`src/rtl/barrier_wait_ctrl.sv`:
```
// Per-core barrier wait controller: sticky pending bits fed by barrier event pulses,
// plus one RUN/DRAIN/SLEEP/ACK FSM per core that gates the core clock while it waits.
module barrier_wait_ctrl #(
    parameter int NB_CORES = 4,
    parameter int NB_BARR  = 2,
    parameter int ID_W     = 2
) (
    input  logic                        clk_i,
    input  logic                        rst_i,
    input  logic [NB_BARR*NB_CORES-1:0] barrier_events_i,
    input  logic [NB_CORES-1:0]         core_wait_req_i,
    input  logic [NB_CORES*ID_W-1:0]    core_wait_id_i,
    input  logic [NB_CORES-1:0]         core_busy_i,
    output logic [NB_CORES-1:0]         core_wait_gnt_o,
    output logic [NB_CORES-1:0]         core_wait_err_o,
    output logic [NB_CORES-1:0]         core_clock_en_o,
    output logic [NB_CORES-1:0]         core_wake_o,
    output logic [NB_CORES*NB_BARR-1:0] pending_o
);

    typedef enum logic [1:0] {ST_RUN, ST_DRAIN, ST_SLEEP, ST_ACK} state_t;

    logic [NB_CORES*NB_BARR-1:0] pend_q;
    logic [NB_CORES*NB_BARR-1:0] pend_d;
    logic [NB_CORES*NB_BARR-1:0] pend_clr;
    logic [NB_CORES*NB_BARR-1:0] evt_by_core;

    // Events arrive barrier-major; pending is kept core-major.
    for (genvar gi = 0; gi < NB_CORES; gi++) begin : g_remap_core
        for (genvar gb = 0; gb < NB_BARR; gb++) begin : g_remap_barr
            assign evt_by_core[gi*NB_BARR+gb] = barrier_events_i[gb*NB_CORES+gi];
        end
    end

    // A new event outranks an ACK clear on the same bit.
    always_comb begin
        pend_d = (pend_q & ~pend_clr) | evt_by_core;
    end

    always_ff @(posedge clk_i or posedge rst_i) begin
        if (rst_i) begin
            pend_q <= '0;
        end else begin
            pend_q <= pend_d;
        end
    end

    assign pending_o = pend_q;

    for (genvar gi = 0; gi < NB_CORES; gi++) begin : g_core
        state_t            state_q, state_d;
        logic [ID_W-1:0]   id_q, id_d;
        logic [ID_W-1:0]   id_sel;
        logic              gnt_q, gnt_d;
        logic              err_q, err_d;
        logic              wake_q, wake_d;
        logic              clk_en_q, clk_en_d;
        logic              id_bad;
        logic              hit;
        logic              req;
        logic [NB_BARR-1:0] clr_vec;

        assign req = core_wait_req_i[gi];

        always_comb begin
            // In RUN the id is still live on the port; afterwards the captured copy rules.
            id_sel = (state_q == ST_RUN) ? core_wait_id_i[gi*ID_W +: ID_W] : id_q;
            id_bad = (32'(id_sel) >= NB_BARR);
            hit    = 1'b0;
            for (int b = 0; b < NB_BARR; b++) begin
                if (32'(id_sel) == b) begin
                    hit = pend_q[gi*NB_BARR+b] | barrier_events_i[b*NB_CORES+gi];
                end
            end

            state_d = state_q;
            id_d    = id_q;
            case (state_q)
                ST_RUN: begin
                    if (req) begin
                        id_d    = core_wait_id_i[gi*ID_W +: ID_W];
                        state_d = (id_bad || hit) ? ST_ACK : ST_DRAIN;
                    end
                end
                ST_DRAIN: begin
                    if (!req)                  state_d = ST_RUN;
                    else if (hit)              state_d = ST_ACK;
                    else if (!core_busy_i[gi]) state_d = ST_SLEEP;
                end
                ST_SLEEP: begin
                    if (!req)     state_d = ST_RUN;
                    else if (hit) state_d = ST_ACK;
                end
                ST_ACK:  state_d = ST_RUN;
                default: state_d = ST_RUN;
            endcase

            gnt_d    = (state_d == ST_ACK);
            err_d    = (state_d == ST_ACK) && (state_q == ST_RUN) && id_bad;
            wake_d   = (state_q == ST_SLEEP) && (state_d == ST_ACK);
            clk_en_d = (state_d != ST_SLEEP);

            for (int b = 0; b < NB_BARR; b++) begin
                clr_vec[b] = (state_q == ST_ACK) && !err_q && (32'(id_q) == b);
            end
        end

        always_ff @(posedge clk_i or posedge rst_i) begin
            if (rst_i) begin
                state_q  <= ST_RUN;
                id_q     <= '0;
                gnt_q    <= 1'b0;
                err_q    <= 1'b0;
                wake_q   <= 1'b0;
                clk_en_q <= 1'b1;
            end else begin
                state_q  <= state_d;
                id_q     <= id_d;
                gnt_q    <= gnt_d;
                err_q    <= err_d;
                wake_q   <= wake_d;
                clk_en_q <= clk_en_d;
            end
        end

        assign pend_clr[gi*NB_BARR +: NB_BARR] = clr_vec;
        assign core_wait_gnt_o[gi] = gnt_q;
        assign core_wait_err_o[gi] = err_q;
        assign core_wake_o[gi]     = wake_q;
        assign core_clock_en_o[gi] = clk_en_q;
    end

endmodule

```
`config.mk`:
```
export PLATFORM = sky130hd
export DESIGN_NAME = barrier_wait_ctrl
export DESIGN_NICKNAME = d
export VERILOG_FILES = /design/src/rtl/barrier_wait_ctrl.sv
export SDC_FILE = /design/constraint.sdc
export NUM_CORES = 1
export LEC_CHECK = 0
export ABC_AREA = 0
export CORE_ASPECT_RATIO = 1.75
export CORE_MARGIN = 1.5
export CORE_UTILIZATION = 50
export CTS_BUF_LIST = sky130_fd_sc_hd__clkbuf_4 sky130_fd_sc_hd__clkbuf_8 sky130_fd_sc_hd__clkbuf_16
export CTS_CLUSTER_DIAMETER = 100
export CTS_CLUSTER_SIZE = 12
export DETAILED_ROUTE_END_ITERATION = 6
export PLACE_DENSITY = 0.8
export REMOVE_ABC_BUFFERS = 1
export SYNTH_ARGS = -nofsm -noshare
export SYNTH_HDL_FRONTEND = slang
export SYNTH_SLANG_ARGS = --single-unit
```
`constraint.sdc`:
```
create_clock -name clk_i -period 2.4 [get_ports clk_i]
set_clock_uncertainty 0.1 [all_clocks]
set_input_delay 0.36 -clock clk_i [delete_from_list [all_inputs] [get_ports clk_i]]
set_output_delay 0.36 -clock clk_i [all_outputs]
set_load 0.05 [all_outputs]
```
## Yosys cells after proc, flatten, opt, wreduce, memory -nomap -nowiden

Cells that the tools add are included.

| word-level totals | value |
|---|---|
| register bits | 40 |
| latch bits | 0 |
| memory bits (writable) | 0 |
| memory bits (read-only) | 0 |
| input port bits | 26 |
| output and inout bits | 24 |
| word-level logic and storage cells | 160 |
| memories kept | 0 |

| operators by class | value |
|---|---|
| add/sub/neg operators | 0 |
| $mul | 0 |
| div/mod/pow operators | 0 |
| $lt $le $gt $ge | 4 |
| equality and inequality tests | 28 |
| shift-type cells | 0 |
| mux-type cells | 44 |
| bitwise operators | 11 |
| reductions and logical operators | 48 |

Operator list:

| operator | count |
|---|---|
| 2-bit 2-to-1 mux | 32 |
| 2-bit case mux with 4 select lines | 4 |
| 2-bit by 1-bit equality test with 1-bit output (second input constant) | 12 |
| 2-bit equality test (second input constant) | 12 |
| 1-bit logical AND | 24 |
| 2-bit logical NOT | 12 |
| 8-bit bitwise AND | 1 |
| 2-bit greater-or-equal comparator (second input constant) | 4 |
| 1-bit 2-to-1 mux | 8 |
| 2-bit inequality test (second input constant) | 4 |
| 8-bit inverter | 1 |
| 1-bit OR | 8 |
| 8-bit OR | 1 |
| 2-bit AND reduction | 4 |
| 1-bit logical NOT | 4 |
| 1-bit logical OR | 4 |

## Longest topological paths before layout

| logic depth | value |
|---|---|
| depth after elaboration | 12 |
| depth in mapped cells | 5 |
| depth with buffers taken out | 4 |

## Least setup slack after synthesis

OpenSTA, ideal clock, no wires.

| path | value |
|---|---|
| kind | reg2reg |
| from | register g_core[3].state_q[1] |
| to | register g_core[3].gnt_q |
| setup time | 0.095 ns |
| data arrival time | 1.604 ns |
| data required time | 2.205 ns |
| slack | 0.600 ns |
| cell stages (with the launch flop) | 6 |
| buffers on the path | 1 |
| clock period less this slack | 1.800 ns |
| cell sequence | dfrtp_1 -> buf_6 -> or3b_1 -> and3_4 -> or3_4 -> o32ai_2 |

| between the ends | value |
|---|---|
| cells in the longest elaborated chain, start to end | 10 |
| elaborated cells between the ends (all ways) | 20 |
| those cells by class | 1 x order compare; 5 x eq/ne; 11 x mux; 3 x reduce/logical |

Ends and longest elaborated chain:

| item | line | text |
|---|---|---|
| from (decl) | 51 | `state_t state_q, state_d;` |
| from (signal assigned) | 117 | `state_q <= state_d;` |
| 2-bit logical NOT | 67, 78 |  |
| 2-bit 2-to-1 mux | 67 | `id_sel = (state_q == ST_RUN) ? core_wait_id_i[gi*ID_W +: ID_W] : id_q;` |
| 2-bit logical NOT | 71 | `if (32'(id_sel) == b) begin` |
| 1-bit 2-to-1 mux (2 in series) | 71 |  |
| 1-bit logical OR | 82 | `state_d = (id_bad \|\| hit) ? ST_ACK : ST_DRAIN;` |
| 2-bit 2-to-1 mux | 82 |  |
| 2-bit 2-to-1 mux | 80 | `if (req) begin` |
| 2-bit case mux with 4 select lines * | 78 | `case (state_q)` |
| 2-bit equality test * | 98 | `gnt_d = (state_d == ST_ACK);` |
| net g_core[3].gnt_d | 54 | `logic gnt_q, gnt_d;` |
| to (signal assigned) | 119 | `gnt_q <= gnt_d;` |
| to (decl) | 54 |  |

Mark *: on every way through the listed nets, which the timed path passes. The rest lies on a longest branch.
A chain may end at the register's enable or synchronous reset.

## Final worst setup path

| path | value |
|---|---|
| from | register g_core[1].clk_en_q |
| to | output core_clock_en_o[1] |

RTL lines:

| item | line | text |
|---|---|---|
| from (decl) | 57 | `logic clk_en_q, clk_en_d;` |
| from (signal assigned) | 122 | `clk_en_q <= clk_en_d;` |
| to (decl) | 16 | `output logic [NB_CORES-1:0] core_clock_en_o,` |

No word-level cell between the ends.

==> impl_metrics.csv <==
group,metric,value,unit
critical_path,critPathLaunch,"g_core[1].clk_en_q",
timing,slew_headroom,61.8,%
critical_path,endpoint,"core_clock_en_o[1]",
placed_design,dp_cells,286,
synth,synthCells,210,
finish,n_antenna_cell,0,
die,rows,31,
drt,wire_per_inst,14.3,um
synth,synth_top_family_by_area,"simple AND/OR/NAND/NOR gates",
clocking,h-tree-depth,2,
global_routing,grt_pass1_wl,7280,um
synth,yosys.area_share.simple,23.7,%
synth,synth_adder_area_share,0,%
placed_design,routabilityCongestion,0.854,
timing,rsz0062_at_grt,"false",
synth,ys_ff_latch,40,
job,maxCapViolCount,0,
critical_path,required,1940,ps
placed_design,port_buffers,49,
clocking,tritoncts,"yes",
global_routing,antenna_found_initial,0,
synth,synth_xor_area_share,0,%
placed_design,dp_hpwl,3210,um
global_routing,grt_max_degree,41,
synth,synth_compound_area_share,16.1,%
run_status,status,"finished clean",
die,die_w,52.3,um
clocking,cts-hold-fix-buffers,0,
critical_path,crit_fanout,1,
drt,viasPerCell,5.87,
synth,synth-async-reset-ratio,100,%
critical_path,cp_top_family,"buffers and inverters",
clocking,cts_buffers,5,
clocking,cts_resized,0,
critical_path,r2r_setup_slack,490,ps
global_routing,grt_overflow,0,
global_routing,grt_pass1_vias,1765,
critical_path,rr_worst_depth,4,
drt,route.vias.total,1727,
pwr,peakVddDrop,587,uV
clocking,worstSkewPairLatency,290,ps
finish,fin_cells,294,
pwr,power.density,807,nW/um2
drt,firstDrtPassIters,4,
finish,area_growth,24.2,%
drt,ant_nets,0,
clocking,postCtsSetupBuffers,0,
critical_path,critPathMaxStageDelay,790,ps
timing,worstMarginPinSlew,565,ps
critical_path,critical_path_buf_inv_count,1,
worst_hold_path,hp-class,"input pin to asynchronous set/reset pin",
critical_path,r2r_start,"g_core[3].state_q[0]",
synth,synth_edf_count,0,
clocking,clock-root-buffer,"clkbuf_8",
pwr,total_power,2130,uW
timing,clock.fmax,486,MHz
synth,synthMuxAreaShare,4.59,%
synth,synth.avg_cell_area,10.1,um2
finish,fin_nets,270,
finish,drive_gt1_share,10.6,%
timing,drv_slew,0,
timing,totalNegativeSetupSlack,0,ps
synth,synth-warning-count,0,
timing,fin_crit_sh,85.8,%
critical_path,crit_chain,"clkdlybuf4s50_1",
pwr,p_leak,0.00107,uW
finish,post-route-util,64.3,%
die,dieArea,4670,um2
critical_path,end_kind,"output port",
die,core,4110,um2
critical_path,worst_setup_path_start_kind,"flop",
drt,routed_wl,4200,um
timing,min_period,2060,ps
critical_path,cp.depth,1,
critical_path,crit_arrival,1600,ps
die,die_height,89.3,um
clocking,clock_sinks,40,
timing,setup_viol,0,
synth,synth_area,2130,um2
synth,synthFlopType,"dfrtp_1",
clocking,clkSlewWorstSetupHoldPaths,80,ps
critical_path,critical_path_class,"flop to output port",
critical_path,rr_endpoint,"g_core[3].gnt_q",
die,start_util,51.7,%
synth,synth_cell_types,50,
critical_path,slowest_stage,"clkdlybuf4s50_1",
global_routing,grt_use_total,20.8,%
drt,initialDrtViolationCount,34,
timing,hold_viol_final,0,
drt,drc,0,
clocking,cts_buffer_depth,2,
synth,ys_seq_area_share,47.3,%
die,ios,50,
-- state kept, by name, indices dropped and copies added (netlist names) --
name,flops
g_core.clk_en_q,4
g_core.err_q,4
g_core.gnt_q,4
g_core.id_q,8
g_core.state_q,8
g_core.wake_q,4
pending_o,8
-- placed cells by master (no fill, tap or decap), types with 2 or more instances in the layout --
cell and count:
a221oi_1 2, nand3_1 8, and3_1 6, mux2i_1 3, o21ai_0 8, and2_1 2
nand2b_1 8, dfrtp_1 36, o41ai_1 4, nand4_1 2, a31oi_1 3, a21o_1 7
nor3b_1 4, dfstp_2 4, nor4b_1 5, clkdlybuf4s50_1 49, nand2_1 13, nor2_1 12
mux2_2 6, a21oi_1 6, inv_1 6, nor3_1 11, a211o_1 2, o21ba_2 2
nand3b_1 3, or3b_2 2, clkbuf_8 5, or3b_1 2
-- synthesized netlist by cell type (2+ instances only) --
master	instances	area, um2
nand2_1	13	48.8
a211o_1	2	17.5
a21o_1	7	52.6
nor2_1	12	45.0
a221oi_1	2	17.5
mux2_2	6	67.6
or3b_1	2	17.5
clkbuf_1	5	18.8
a21oi_1	6	30.0
o41ai_1	4	35.0
buf_4	16	120
nand3_1	8	40.0
nand4_1	2	12.5
nand3b_1	3	22.5
o21ai_0	8	40.0
nand2b_1	8	50.1
dfstp_2	4	105
o21ba_2	2	20.0
and2_1	2	12.5
or3b_2	2	17.5
nor4b_1	5	43.8
mux2i_1	3	30.0
nor3_1	11	55.1
and3_1	6	37.5
inv_1	6	22.5
a31oi_1	3	18.8
dfrtp_1	36	901
nor3b_1	4	30.0
-- report_power, final --
part | internal [uW] | switching [uW]
registers | 793 | 144
clock network | 320 | 216
logic | 292 | 368
-- logic make-up after synthesis --
kind of cell	Yosys count
buffers and inverters	29
muxes	9
DFF	40
AOI/OAI and AO/OA	46
and+or+nand+nor	86
-- through the flow --
step	setup WS, ps	instance area, um2	hold WS [ps]
5_1_grt	305	2640	445
4_1_cts	331	2640	409
2_1_floorplan	605	1970	321
6_report	340	2640	389
3_3_place_gp	210	2530	415
3_5_place_dp	163	2530	430
-- worst register-to-register path, cell delays in order (launching register included) --
cell and delay [ps]:
dfrtp_1 520, or3b_1 420, and3_4 190, or3_4 380, o32ai_2 210
-- final cells by class --
class                   instances  area [um2]
well taps                      49        61.3
fillers                       350        1470
multi-input cells             141         943
repair buffers                 50         498
inverters                       6        22.5
flip-flops and latches         40        1010
clock buffers                   6        76.3
clock inverters                 2        35.0
-- routing by layer --
layer | up-vias | wire length, um | track usage [%]
li1 | 822 | - | -
met1 | 850 | 1540 | 22.0
met2 | 42 | 2370 | 37.2
met3 | 13 | 166 | 4.52
met4 | 0 | 122 | 11.2
met5 | - | 0 | 0
-- worst min-delay path by stage --
stage                             startpoint  cells after the start            endpoint
after global routing                   rst_i                      3        pending_o[4]
after global placement     g_core[2].id_q[1]                      1   g_core[2].id_q[1]
after detailed placement   g_core[2].id_q[1]                      1   g_core[2].id_q[1]
final                                  rst_i                      3     g_core[2].gnt_q
after floorplan           core_wait_req_i[1]                      1  g_core[1].clk_en_q
after CTS                              rst_i                      3     g_core[2].gnt_q
No activity file was read; power rests on OpenSTA's default activity.
